===== src/rtl/cpu_pkg.sv =====
// Shared datapath definitions for the single-cycle CPU: address width,
// reset PC, instruction size and the address type.
package cpu_pkg;

    localparam int XLEN        = 32;
    localparam int INSTR_BYTES = 4;

    typedef logic [XLEN-1:0] addr_t;

    localparam addr_t PC_RESET = 32'h0000_0000;

    // True when the low two address bits select a non-word boundary.
    function automatic logic word_misaligned(input logic [1:0] low_bits);
        return |low_bits;
    endfunction

endpackage : cpu_pkg


===== src/rtl/pc_incrementer.sv =====
// Constant adder: sum = a + INCR, wrapping modulo 2^WIDTH. Shared by the
// sequential-PC path and the branch-target path.
module pc_incrementer
    import cpu_pkg::*;
#(
    parameter int WIDTH = XLEN,
    parameter int INCR  = INSTR_BYTES
) (
    input  logic [WIDTH-1:0] a,
    output logic [WIDTH-1:0] sum
);

    logic [WIDTH-1:0] incr_s;

    assign incr_s = WIDTH'(INCR);

    // Plain modular add; the carry out is deliberately discarded.
    always_comb begin
        sum = a + incr_s;
    end

endmodule : pc_incrementer


===== src/rtl/program_counter.sv =====
// Architectural PC register. Loads the upstream-selected next PC on every
// rising edge and exposes pc + 4 and a word-alignment flag alongside it.
module program_counter
    import cpu_pkg::*;
#(
    parameter int               WIDTH       = XLEN,
    parameter logic [WIDTH-1:0] RESET_VALUE = WIDTH'(PC_RESET)
) (
    input  logic             clk,
    input  logic             reset,
    input  logic [WIDTH-1:0] next,
    output logic [WIDTH-1:0] pc,
    output logic [WIDTH-1:0] pc_plus4,
    output logic             misaligned
);

    logic [WIDTH-1:0] pc_r;
    logic [WIDTH-1:0] pc_plus4_s;

    // PC register: async active-low clear, otherwise load next unconditionally
    // (stalls are expressed upstream by feeding pc back into next).
    always_ff @(posedge clk or negedge reset) begin
        if (!reset) begin
            pc_r <= RESET_VALUE;
        end else begin
            pc_r <= next;
        end
    end

    pc_incrementer #(
        .WIDTH (WIDTH),
        .INCR  (INSTR_BYTES)
    ) u_seq_incr (
        .a   (pc_r),
        .sum (pc_plus4_s)
    );

    assign pc       = pc_r;
    assign pc_plus4 = pc_plus4_s;

    // Alignment flag follows the registered PC in the same cycle.
    always_comb begin
        misaligned = word_misaligned(pc_r[1:0]);
    end

endmodule : program_counter


===== config.mk =====
export PLATFORM = sky130hd
export DESIGN_NAME = program_counter
export DESIGN_NICKNAME = d
export VERILOG_FILES = /design/src/rtl/cpu_pkg.sv /design/src/rtl/pc_incrementer.sv /design/src/rtl/program_counter.sv
export SDC_FILE = /design/constraint.sdc
export NUM_CORES = 1
export LEC_CHECK = 0
export ABC_AREA = 1
export BUFFER_PORTS_ARGS = -buffer_cell sky130_fd_sc_hd__buf_2
export CORE_MARGIN = 5
export CORE_UTILIZATION = 39
export CTS_CLUSTER_SIZE = 16
export DETAILED_ROUTE_END_ITERATION = 7
export PLACE_DENSITY = 0.83
export SETUP_SLACK_MARGIN = 0.2
export SLEW_MARGIN = 5
export SYNTH_ARGS = -nofsm -noshare
export SYNTH_HDL_FRONTEND = slang
export SYNTH_SLANG_ARGS = --single-unit
export TNS_END_PERCENT = 30

===== constraint.sdc =====
create_clock -name clk -period 1.5 [get_ports clk]
set_clock_uncertainty 0.1 [all_clocks]
set_input_delay 0.225 -clock clk [delete_from_list [all_inputs] [get_ports clk]]
set_output_delay 0.225 -clock clk [all_outputs]
set_load 0.01 [all_outputs]

==> out/qor.csv, run 1 <==
stage,metric,value,unit
clock_tree,Setup Buffers After CTS,0,
clock_tree,clk root buf,clkbuf_8,
setup_path,Worst path slowest cell,dfrtp_1,
global_routing,all-layer global routing usage,20.9,%
timing,Final Critical Period,1.98,ns
setup_path,Critical Path Fanout Max,5,
cells_and_area,Final nets,414,
timing,Slew @ Worst Pin,0.402,ns
global_routing,largest net degree at the start of global routing,33,
timing,post-route setup slack,-0.480,ns
routing,drt via density,4.63,
cells_and_area,Final Instance Area,3170,um2
setup_path,Top delay family on crit path,simple AND/OR/NAND/NOR gates,
setup_path,"Worst Path Class, Setup",reg2out,
placed_design,I/O Buffers,98,
placed_design,dpl hpwl,4.23,mm
clock_tree,Num CTS Buffers,5,
setup_path,"Largest stage delay, worst path",0.41,ns
die,Die Span Y,76.4,um
cells_and_area,most frequent cells in the layout,"85 x buf_2, 72 x nand2_1, 33 x dlygate4sd3_1",
timing,RSZ-0062 raised after global routing,true,
cells_and_area,max reg flops,32,
setup_path,"Cell Chain, Critical Path",nand2_1 -> nor2_2 -> nand2_1 -> nor2_4 -> xor2_1 -> buf_2,
synth,"Distinct cells, synth",19,
placed_design,placed inst area,2570,um2
die,io pins,99,
setup_path,Worst setup SP type,flip-flop,
timing,Final Hold Vio Count,0,
synth,Post-Syn Area,1720,um2
global_routing,vias in the first global route,2083,
hold_path,worst hold path type,in2async,
synth,Yosys warnings,0,
synth,Synth Area per Inst,8.31,um2
power,leakage,1.65,nW
routing,TritonRoute pass-1 iters,4,
synth,Syn Inst Count,207,
placed_design,Routability Congestion,0.860,
power,pwr/cell area,677,nW/um2
setup_path,Critical Path RT,1.17,ns
cells_and_area,Area Growth Syn to Fin,84.1,%
status,status,"complete, but fails checks",
power,maximum vdd ir drop,0.931,mV
routing,wl on met1,2.26,mm
routing,WL met2,3.32,mm
cells_and_area,share of layout cells above drive strength 1,47.4,%
cells_and_area,diode count,0,
routing,highest metal used,met4,
synth,flip-flop and latch count after synthesis,32,
synth,top-area cell type share of the netlist area,46.5,%
synth,Synthesized Nets,242,
setup_path,"Buf+Inv Stages, Crit Path",1,
synth,register area share after synthesis,46.5,%
die,Die ar.,5840,um2
routing,ANT nets after route,0,
synth,cell taking the most area after synthesis,dfrtp_1,
global_routing,gr ovfl total,0,
routing,met3 WL post-DR,404,um
synth,top post-synthesis cells by area,"dfrtp_1 47%, nand2_1 17%, nor2_1 6.3%, xor2_1 4.6%, nor2_4 3.9%",
die,row count,24,
setup_path,CP Capture Type,output port,
timing,final worst-path cycle share,132,%
timing,relative slew slack,73.2,%
placed_design,Place WS,-0.148,ns
global_routing,first-pass GRT wire length,9.85,mm
clock_tree,CTS tree,yes,
global_routing,initial antenna violation count,0,
die,effective utilization at floorplan,39.8,%
routing,via count,1998,
timing,setup_tns,-11.03,ns
setup_path,WP data arrival,1.66,ns
routing,wire per inst,14.3,um
routing,Total Wirelength,6.16,mm
status,failing checks,setup timing,
die,core area,4320,um2
routing,Detailed Route Iter0 Violations,112,
run,MaxCap Viol Count,0,
timing,Final Slew Violations,0,
setup_path,most frequent CP cell,nand2_1,
clock_tree,Bufs on Longest Clock Path,2,
clock_tree,Worst-path clk slew,0.06,ns
cells_and_area,most common library cell in the layout ignoring fill and taps,buf_2,
die,Die Width,76.4,um
timing,fmax,0.505,GHz
clock_tree,# H-tree levels,2,
routing,# DRC,0,
timing,setup violators final,28,
clock_tree,CTS Sinks,32,
[cell type report]
type / instances / area (um2)
repair buffers: 167 / 1210
well taps: 52 / 65.1
clock buffers: 8 / 90.1
fillers: 307 / 1160
flip-flops and latches: 32 / 807
inverters: 15 / 56.3
multi-input cells: 158 / 936
[power breakdown]
| group | leakage [nW] | internal, mW | total [mW] | switching [mW] |
|---|---|---|---|---|
| Sequential | 0.368 | 0.909 | 0.963 | 0.0543 |
| Combinational | 1.23 | 0.282 | 0.517 | 0.235 |
| Clock | 0.0455 | 0.374 | 0.664 | 0.291 |
| Total | 1.65 | 1.56 | 2.14 | 0.580 |
[through the flow]
| step | instances | hold WS [ns] | utilization, % | total power, mW |
|---|---|---|---|---|
| floorplan | 207 | -0.171 | - | 1.12 |
| global placement | 391 | 0.158 | 59.5 | 1.36 |
| detailed placement | 391 | 0.158 | 59.5 | 1.37 |
| CTS | 432 | 0.400 | 70.3 | 2.10 |
| global route | 432 | 0.445 | 73.3 | 2.25 |
| finish | 432 | 0.396 | 73.3 | 2.14 |
[timing repair]
action	CTS	global route
endpoints found under the hold margin	64	0
setup endpoints to repair	35	50
gates resized for setup	12	33
hold buffers	33	0
pin swaps	5	14
[synthesized netlist by cell type]
cell type	count
xor2_2	1
ha_1	1
nor2_8	2
or2_2	1
nand2_1	77
nor2_1	29
nand3b_1	8
nand3_1	6
dfrtp_1	32
buf_4	2
inv_1	15
nor2_2	3
o21ai_0	1
xor2_1	9
xnor2_1	5
and2_1	3
nand2_2	3
nor2_4	6
nand2_4	3
[cell families after synthesis]
logic type	share of synthesized area, %
fa+ha+maj	0.727
simple gates	40.2
flops	46.5
xor+xnor	8.07
buf+inv	4.14
compound gates	0.291
[path summary, 6_finish.rpt]
| kind | from | slack (ns) | to | cells after the start |
|---|---|---|---|---|
| worst max-delay path | pc[11]$_DFF_PN0_ | -0.48 | pc_plus4[15] | 6 |
| worst min-delay path | reset | 0.40 | pc[5]$_DFF_PN0_ | 3 |
| max in group asynchronous | reset | 0.59 | pc[9]$_DFF_PN0_ | 3 |
| min in group clk | next[20] | 0.48 | pc[20]$_DFF_PN0_ | 2 |
[per-layer routing]
layer,vias to the layer above,global-route usage [%]
met3,17,4.14
met5,-,0
li1,967,-
met2,82,38.0
met1,932,23.1
met4,0,9.62
Note: power is estimated with default switching activity, not from simulation.
==> run 2, diff against run 1 <==
--- a/config.mk
+++ b/config.mk
@@ -17,4 +17,4 @@
 export SYNTH_ARGS = -nofsm -noshare
 export SYNTH_HDL_FRONTEND = slang
 export SYNTH_SLANG_ARGS = --single-unit
-export TNS_END_PERCENT = 30
+export TNS_END_PERCENT = 1
==> out/qor.csv, run 2 (synthesis gave the netlist of run 1 again) <==
stage,metric,value,unit
timing,Final Hold Vio Count,0,
placed_design,Routability Congestion,0.883,
cells_and_area,Area Growth Syn to Fin,91.9,%
global_routing,gr ovfl total,0,
power,P_int,1.59,mW
clock_tree,Worst-path clk slew,0.06,ns
global_routing,first-pass GRT wire length,10.7,mm
timing,Final Slew Violations,0,
timing,Slew @ Worst Pin,0.410,ns
power,clock network power share,30.4,%
routing,wire per inst,17.0,um
routing,Detailed Route Iter0 Violations,160,
setup_path,Critical Path RT,1.17,ns
routing,TritonRoute pass-1 iters,5,
routing,drt via density,4.98,
global_routing,initial antenna violation count,0,
die,io pins,99,
setup_path,Worst setup SP type,flip-flop,
cells_and_area,Final nets,421,
timing,final worst-path cycle share,133,%
power,maximum vdd ir drop,0.805,mV
die,Die Span Y,76.4,um
global_routing,vias in the first global route,2191,
cells_and_area,max reg flops,32,
power,Switching Share,28.1,%
cells_and_area,share of layout cells above drive strength 1,48.6,%
setup_path,WP data arrival,1.67,ns
die,core area,4320,um2
setup_path,most frequent CP cell,nand2_1,
setup_path,"Largest stage delay, worst path",0.43,ns
cells_and_area,most common library cell in the layout ignoring fill and taps,buf_2,
clock_tree,CTS tree,yes,
power,leakage,1.71,nW
power,combinational power share,25.9,%
cells_and_area,Post-Layout Cell Count,439,
setup_path,Critical Path Fanout Max,5,
routing,ANT nets after route,0,
status,failing checks,setup timing,
setup_path,Worst path slowest cell,dfrtp_1,
run,MaxCap Viol Count,0,
power,pwr/cell area,671,nW/um2
timing,relative slew slack,72.6,%
timing,Final Critical Period,1.99,ns
global_routing,all-layer global routing usage,22.8,%
clock_tree,Num CTS Buffers,5,
timing,setup violators final,28,
clock_tree,clk root buf,clkbuf_8,
cells_and_area,diode count,0,
status,status,"complete, but fails checks",
placed_design,I/O Buffers,98,
setup_path,CP Capture Type,output port,
placed_design,Placed Cells incl. Taps,392,
routing,via count,2188,
routing,# DRC,0,
die,Die ar.,5840,um2
hold_path,worst hold path type,in2async,
routing,Total Wirelength,7.45,mm
die,row count,24,
clock_tree,Bufs on Longest Clock Path,2,
timing,RSZ-0062 raised after global routing,true,
global_routing,largest net degree at the start of global routing,33,
cells_and_area,most frequent cells in the layout,"80 x buf_2, 73 x nand2_1, 35 x buf_6",
clock_tree,CTS Sinks,32,
die,effective utilization at floorplan,39.8,%
placed_design,dpl hpwl,4.38,mm
power,part of the power in registers,43.6,%
cells_and_area,Layout Utilization,76.3,%
setup_path,"Cell Chain, Critical Path",nand2_1 -> nor2_2 -> nand2_1 -> nor2_4 -> nand2_1 -> nand2_1 -> nand2_1 -> buf_2,
setup_path,"Worst Path Class, Setup",reg2out,
die,Die Width,76.4,um
clock_tree,# H-tree levels,2,
timing,fmax,0.501,GHz
power,Switch Pwr,0.622,mW
timing,post-route setup slack,-0.495,ns
-- run 2: cell count changes in the layout (fill, tap and decap cells not counted), sizes merged --
cell  previous run  this run
buf            134       141
-- run 2: layout make-up --
class | count | area (um2)
Multi-Input combinational cell | 158 | 962
Sequential cell | 32 | 802
Fill cell | 273 | 1020
Timing Repair Buffer | 174 | 1320
Tap cell | 52 | 65.1
Clock buffer | 8 | 90.1
Inverter | 15 | 61.3
-- run 2: power groups by stage --
| stage | Sequential [mW] | Clock, mW | Combinational, mW |
|---|---|---|---|
| 6_report | 0.966 | 0.674 | 0.574 |
| 3_5_place_dp | 0.968 | 0 | 0.406 |
| 4_1_cts | 0.953 | 0.676 | 0.491 |
| 3_3_place_gp | 0.966 | 0 | 0.396 |
| 5_1_grt | 0.970 | 0.719 | 0.612 |
| 2_1_floorplan | 0.992 | 0 | 0.130 |
-- run 2: per-stage QoR --
stage / worst slack, ns / setup TNS (ns) / hold slack (ns) / area, um2 / total power [mW]
2_1_floorplan: -0.0786 / -0.601 / -0.171 / 1760 / 1.12
3_3_place_gp: -0.115 / -1.16 / 0.154 / 2580 / 1.36
3_5_place_dp: -0.165 / -1.99 / 0.168 / 2580 / 1.37
4_1_cts: -0.469 / -10.42 / 0.399 / 3070 / 2.12
5_1_grt: -0.584 / -13.74 / 0.475 / 3300 / 2.30
6_report: -0.495 / -11.52 / 0.435 / 3300 / 2.21
-- run 2: final timing paths --
| path | from | to | slack, ns | cells after the start |
|---|---|---|---|---|
| max | pc[13]$_DFF_PN0_ | pc_plus4[23] | -0.49 | 8 |
| min | reset | pc[5]$_DFF_PN0_ | 0.43 | 3 |
| max in group asynchronous | reset | pc[4]$_DFF_PN0_ | 0.54 | 3 |
| min in group clk | next[26] | pc[26]$_DFF_PN0_ | 0.48 | 2 |
-- run 2: layer usage --
| layer | vias to the layer above | wire length (um) | GRT usage (%) |
|---|---|---|---|
| li1 | 982 | - | - |
| met1 | 1033 | 2620 | 25.0 |
| met2 | 141 | 3890 | 41.2 |
| met3 | 32 | 583 | 4.85 |
| met4 | 0 | 358 | 11.2 |
| met5 | - | 0 | 0 |
-- run 2: critical path, delay by kind of cell (launching register included) --
| family | cells | cell delay (ns) |
|---|---|---|
| buffers and inverters | 1 | 0.14 |
| flip-flops | 1 | 0.43 |
| AND/OR/NAND/NOR | 7 | 0.81 |
-- run 2: what timing repair did --
item | CTS | global route
setup buffers | 3 | 3
gates resized for setup | 13 | 52
pin swaps | 13 | 16
setup endpoints to repair | 42 | 53
hold endpoints to repair | 64 | 0
hold buffers | 33 | 0
